--- src/rtl/mult_share_arb_pkg.sv ---
// Shared constants and types for the two-requester multiplier arbiter and its bench.
package mult_share_arb_pkg;

  localparam int unsigned MULT_LAT = 2;
  localparam int unsigned ID_W     = 1;

  localparam logic [ID_W-1:0] REQ0 = 1'b0;
  localparam logic [ID_W-1:0] REQ1 = 1'b1;

  // One stage of the response tag pipeline
  typedef struct packed {
    logic            vld;
    logic [ID_W-1:0] id;
  } tag_t;

  function automatic logic [ID_W-1:0] onehot_to_id(input logic [1:0] grant);
    return grant[1] ? REQ1 : REQ0;
  endfunction

endpackage

--- src/rtl/mult_share_arb_rr_arb_2.sv ---
// Two-input round-robin arbiter; last_grant advances only on an accepted transfer.
module rr_arb_2
  import mult_share_arb_pkg::*;
(
  input  logic       clk,
  input  logic       reset_n,
  input  logic [1:0] valid,
  input  logic       advance,
  output logic [1:0] grant
);

  logic [ID_W-1:0] last_grant_q;
  logic [ID_W-1:0] last_grant_d;

  // Contention goes to whoever did not win last; a lone requester always wins
  always_comb begin
    grant        = valid;
    last_grant_d = last_grant_q;
    if (valid == 2'b11) begin
      grant = (last_grant_q == REQ0) ? 2'b10 : 2'b01;
    end
    if (advance) begin
      last_grant_d = onehot_to_id(grant);
    end
  end

  always_ff @(posedge clk) begin
    if (!reset_n) begin
      last_grant_q <= REQ1;
    end else begin
      last_grant_q <= last_grant_d;
    end
  end

endmodule

--- src/rtl/mult_share_arb.sv ---
// Shares one registered NxN multiplier between two requesters with tagged,
// fixed-latency responses and per-requester saturating completion counters.
module mult_share_arb
  import mult_share_arb_pkg::*;
#(
  parameter int unsigned N     = 8,
  parameter int unsigned CNT_W = 16
) (
  input  logic             clk,
  input  logic             reset_n,
  input  logic             req_valid_0,
  input  logic [N-1:0]     req_a_0,
  input  logic [N-1:0]     req_b_0,
  output logic             req_ready_0,
  input  logic             req_valid_1,
  input  logic [N-1:0]     req_a_1,
  input  logic [N-1:0]     req_b_1,
  output logic             req_ready_1,
  output logic             mult_ea,
  output logic             mult_eb,
  output logic [N-1:0]     mult_a,
  output logic [N-1:0]     mult_b,
  input  logic [2*N-1:0]   mult_p,
  output logic             rsp_valid,
  output logic [ID_W-1:0]  rsp_id,
  output logic [2*N-1:0]   rsp_p,
  output logic [CNT_W-1:0] cnt_0,
  output logic [CNT_W-1:0] cnt_1,
  output logic             busy
);

  localparam logic [CNT_W-1:0] CNT_MAX = '1;

  logic [1:0] valid_c;
  logic [1:0] grant_c;
  logic       issue_c;

  tag_t [MULT_LAT-1:0] tag_q;
  tag_t [MULT_LAT-1:0] tag_d;
  logic [CNT_W-1:0]    cnt_0_q, cnt_0_d;
  logic [CNT_W-1:0]    cnt_1_q, cnt_1_d;

  // Requests are masked while reset is held so no grant or load can escape
  assign valid_c = {req_valid_1, req_valid_0} & {2{reset_n}};
  assign issue_c = |grant_c;

  rr_arb_2 u_arb (
    .clk     (clk),
    .reset_n (reset_n),
    .valid   (valid_c),
    .advance (issue_c),
    .grant   (grant_c)
  );

  // Operand mux, handshake and response gating
  always_comb begin
    req_ready_0 = grant_c[0];
    req_ready_1 = grant_c[1];
    mult_ea     = issue_c;
    mult_eb     = issue_c;
    mult_a      = '0;
    mult_b      = '0;
    if (grant_c[0]) begin
      mult_a = req_a_0;
      mult_b = req_b_0;
    end else if (grant_c[1]) begin
      mult_a = req_a_1;
      mult_b = req_b_1;
    end

    rsp_valid = tag_q[MULT_LAT-1].vld & reset_n;
    rsp_id    = rsp_valid ? tag_q[MULT_LAT-1].id : REQ0;
    rsp_p     = rsp_valid ? mult_p : '0;

    busy = 1'b0;
    for (int i = 0; i < int'(MULT_LAT); i++) begin
      busy = busy | tag_q[i].vld;
    end
    busy = busy & reset_n;
  end

  // Tag pipeline shift and saturating counters
  always_comb begin
    tag_d[0].vld = issue_c;
    tag_d[0].id  = onehot_to_id(grant_c);
    for (int i = 1; i < int'(MULT_LAT); i++) begin
      tag_d[i] = tag_q[i-1];
    end

    cnt_0_d = cnt_0_q;
    cnt_1_d = cnt_1_q;
    if (rsp_valid && (rsp_id == REQ0) && (cnt_0_q != CNT_MAX)) begin
      cnt_0_d = cnt_0_q + CNT_W'(1);
    end
    if (rsp_valid && (rsp_id == REQ1) && (cnt_1_q != CNT_MAX)) begin
      cnt_1_d = cnt_1_q + CNT_W'(1);
    end
  end

  always_ff @(posedge clk) begin
    if (!reset_n) begin
      tag_q   <= '0;
      cnt_0_q <= '0;
      cnt_1_q <= '0;
    end else begin
      tag_q   <= tag_d;
      cnt_0_q <= cnt_0_d;
      cnt_1_q <= cnt_1_d;
    end
  end

  assign cnt_0 = cnt_0_q;
  assign cnt_1 = cnt_1_q;

endmodule

--- config.mk ---
export PLATFORM = sky130hd
export DESIGN_NAME = mult_share_arb
export DESIGN_NICKNAME = d
export VERILOG_FILES = /design/src/rtl/mult_share_arb_pkg.sv /design/src/rtl/mult_share_arb_rr_arb_2.sv /design/src/rtl/mult_share_arb.sv
export SDC_FILE = /design/constraint.sdc
export NUM_CORES = 1
export LEC_CHECK = 0
export ABC_AREA = 1
export CAP_MARGIN = 20
export CORE_ASPECT_RATIO = 1.2
export CORE_MARGIN = 10
export CORE_UTILIZATION = 41
export CTS_BUF_LIST = sky130_fd_sc_hd__clkbuf_8
export DETAILED_ROUTE_END_ITERATION = 10
export PLACE_DENSITY_LB_ADDON = 0.15
export SYNTH_ARGS = -nofsm -noshare
export SYNTH_HDL_FRONTEND = slang
export SYNTH_SLANG_ARGS = --single-unit
--- constraint.sdc ---
create_clock -name clk -period 1.8 [get_ports clk]
set_input_delay 0.36 -clock clk [delete_from_list [all_inputs] [get_ports clk]]
set_output_delay 0.36 -clock clk [all_outputs]
set_load 0.02 [all_outputs]
==> impl_metrics.yaml <==
clock_network:
  clock_sinks: 37
  tritoncts.num_buffers: 5
  cts_root_buf: "clkbuf_8"
  htree_num_levels: 2
  max-clock-path-buffers: 2
  cts.clk_slew.worst_paths_ns: 0.06
  clock_tree_from_tritoncts: "done"
  clkLatencyLatePin_ns: 0.28
sta:
  fin_crit_ns: 1.764
  finalClockSkew_ns: 0.008287
  worst_slack_setup_final_ns: 0.03615
  worstMarginPinSlew_ns: 0.3365
  fin_hold_ws_ns: 0.4179
  maxSlewHeadroom: 0.7749
  maxClockFrequency_mhz: 566.9
  post-route-period-util: 0.9799
  setup_viol_count_final: 0
  drv_slew: 0
  hold_viol: 0
hold_path:
  worstHoldPathType: "register to register"
power:
  peakVddDrop_uv: 359.8
  power-per-cell-area_nw_per_um2: 448.2
  static_leakage_nw: 1.811
  design_power_total_w: 0.001759
final_layout:
  fin_cells: 623
  post_route_cells_drive_above_1_share: 0.1694
  num_antenna_cells: 0
  areaGrowthSynthToFinish_pct: 62.15
  design.final.nets: 596
  finish.utilization: 0.6877
logic_synthesis:
  mappedNetlistArea_sq_um: 2420
  synth_warnings: 0
  yosysTopAreaCellShare: 0.3061
  syn_nets: 451
  top_cell_type_by_total_area_after_synthesis: "dfxtp_1"
  ys_seq_area_frac: 0.3061
  synth.area.top_cells: "dfxtp_1 (31%), nor2_1 (17%), nand2_1 (14%)"
  syn_inst: 397
  syn-mean-instance-area_sq_um: 6.095
  synth-seq-cells: 37
  synth_cell_types: 28
placed_design:
  buffer_ports.inserted: 122
  place.gp.congestion: 0.8556
  dp_cells: 605
  placement.setup.worst_slack_ns: -0.6508
  hpwl_um: 7087
worst_setup_path:
  critical_path_peak_fanout: 2
  ordered_cell_list_for_the_critical_path: "inv_1, nand2_2, buf_4, buf_4, buf_4, buf_4, buf_4, buf_4, buf_4, buf_4, buf_4, o211ai_1"
  cp_slowest_stage_delay_ns: 0.33
  critical_path_class: "register to register"
  critical_path_arrival_ns: 1.96
  cp-start-kind: "register"
  critical-path-top-delay-family: "buffers and inverters"
  critical-path-slowest-cell: "dfxtp_2"
  critical_path.most_common_cell: "buf_4"
  crit_required_ns: 1.99
  worst_path_bufs_invs: 10
  end_kind: "register"
floorplanning:
  ioPinCount: 123
  initial_cell_density_of_the_core: 0.4241
  floorplan.die.width_um: 90.13
  vert_die_dim_um: 104.2
  floorplan.die_area_sq_um: 9387
  core.rowCount: 30
  core-area_sq_um: 5705
global_routing:
  first_global_vias: 2784
  grt_usage: 0.1797
  grt_pass1_wl_um: 14020
  grt_start_max_net_pins: 28
  antenna_violations_before_repair: 0
  grt-ovfl-total: 0
outcome:
  status: "finished, final reports clean"
drt:
  drc: 0
  drtAntennaViolNets: 0
  via_per_inst: 4.727
  num_vias: 2945
  route.detailed.wl_per_inst_um: 14.15
  detail_route.first_pass.iterations: 4
  detail_route.iter0.violations: 114
  drt-total-wl_um: 8814
run:
  max_cap_viol_count: 0
-- worst paths after layout --
check	start	endpoint	slack, ns	depth (start not counted)
setup reg to reg	u_arb.last_grant_q	u_arb.last_grant_q	0.04	12
hold / removal	tag_d[2]	tag_q[2]	0.42	2
hold reg to reg	tag_d[2]	tag_q[2]	0.42	2
setup / recovery	u_arb.last_grant_q	u_arb.last_grant_q	0.04	12
-- cell type report --
cell class	instances	area, sq um
well taps	80	100.1
clock buffers	5	68.82
multi-input cells	299	1446
fillers	538	1782
clock inverters	3	11.26
repair buffers	147	1351
inverters	51	197.7
repair inverters	1	6.256
flip-flops and latches	37	742.0
-- tightest hold or removal path, stage by stage (launching register included) --
cell and delay [ns]:
dfxtp_1 0.31, nand2_1 0.05, inv_1 0.04
-- what timing repair did --
action,in CTS,in global routing
hold buffers,0,0
pin swaps,1,0
setup endpoints to repair,49,48
buffers inserted,9,0
gates resized for setup,137,15
gates cloned,0,1
-- synthesized netlist by cell type (all sizes together) --
cell / n
a21oi: 19
a22o: 16
and2: 2
buf: 9
clkbuf: 1
clkinv: 1
dfxtp: 37
ha: 2
inv: 50
nand2: 93
nand3: 35
nand4: 7
nor2: 116
nor3: 4
o211ai: 1
o21ai: 4
-- where the power goes --
| group | total (W) | internal (W) | switching [W] |
|---|---|---|---|
| Clock | 0.000536 | 0.000258 | 0.000278 |
| Combinational | 0.000386 | 0.000205 | 0.000181 |
| Sequential | 0.000836 | 0.000828 | 0.00000747 |
-- placed cells by master (no fill, tap or decap), types with 2 or more instances in the layout --
master           synthesis  final
buf_4                    3     24
buf_2                    4     17
buf_6                    1      2
inv_1                   47     50
a22o_1                  16     16
dlygate4sd2_1            0      3
nand3_4                  1      2
nor2_1                 108    108
nor2_4                   4      5
clkbuf_8                 0      5
clkdlybuf4s50_1          0     76
nand2_1                 89     88
clkdlybuf4s15_2          0     17
o21ai_0                  3      3
nand3_2                  4      4
nor2_2                   3      2
nand3_1                 30     29
and2_1                   2      2
inv_2                    3      2
dlymetal6s2s_1           0      4
nand2_2                  4      5
a21oi_1                 19     19
nand4_1                  6      6
nor3_1                   4      4
ha_1                     2      2
clkdlybuf4s15_1          0      3
dfxtp_1                 37     36
-- cell families after synthesis --
| family | share of synthesized area |
|---|---|
| flops | 0.3061 |
| compound gates | 0.1086 |
| simple gates | 0.4705 |
| fa+ha+maj | 0.01034 |
| buf+inv | 0.1044 |
-- sequential cells by signal, summed over array words and instances, names as in the netlist --
signal and flops:
tag_d 2, u_arb.last_grant_q 1, cnt_1 16, cnt_0 16, tag_q 2
-- per-layer routing --
| layer | vias to the layer above | share of wire | track usage |
|---|---|---|---|
| met5 | - | 0 | 0 |
| met2 | 64 | 0.57 | 0.3628 |
| met3 | 6 | 0.061 | 0.05560 |
| li1 | 1542 | - | - |
| met1 | 1333 | 0.36 | 0.1689 |
| met4 | 0 | 0.0074 | 0.03872 |
-- metrics by stage --
stage | TNS (ns) | area, sq um
6_report | 0 | 3924
5_1_grt | -0.003098 | 3924
3_5_place_dp | -30.72 | 3800
3_3_place_gp | -29.00 | 3800
4_1_cts | 0 | 3906
2_1_floorplan | 0 | 2420
Power figures use the tool's default switching activity.
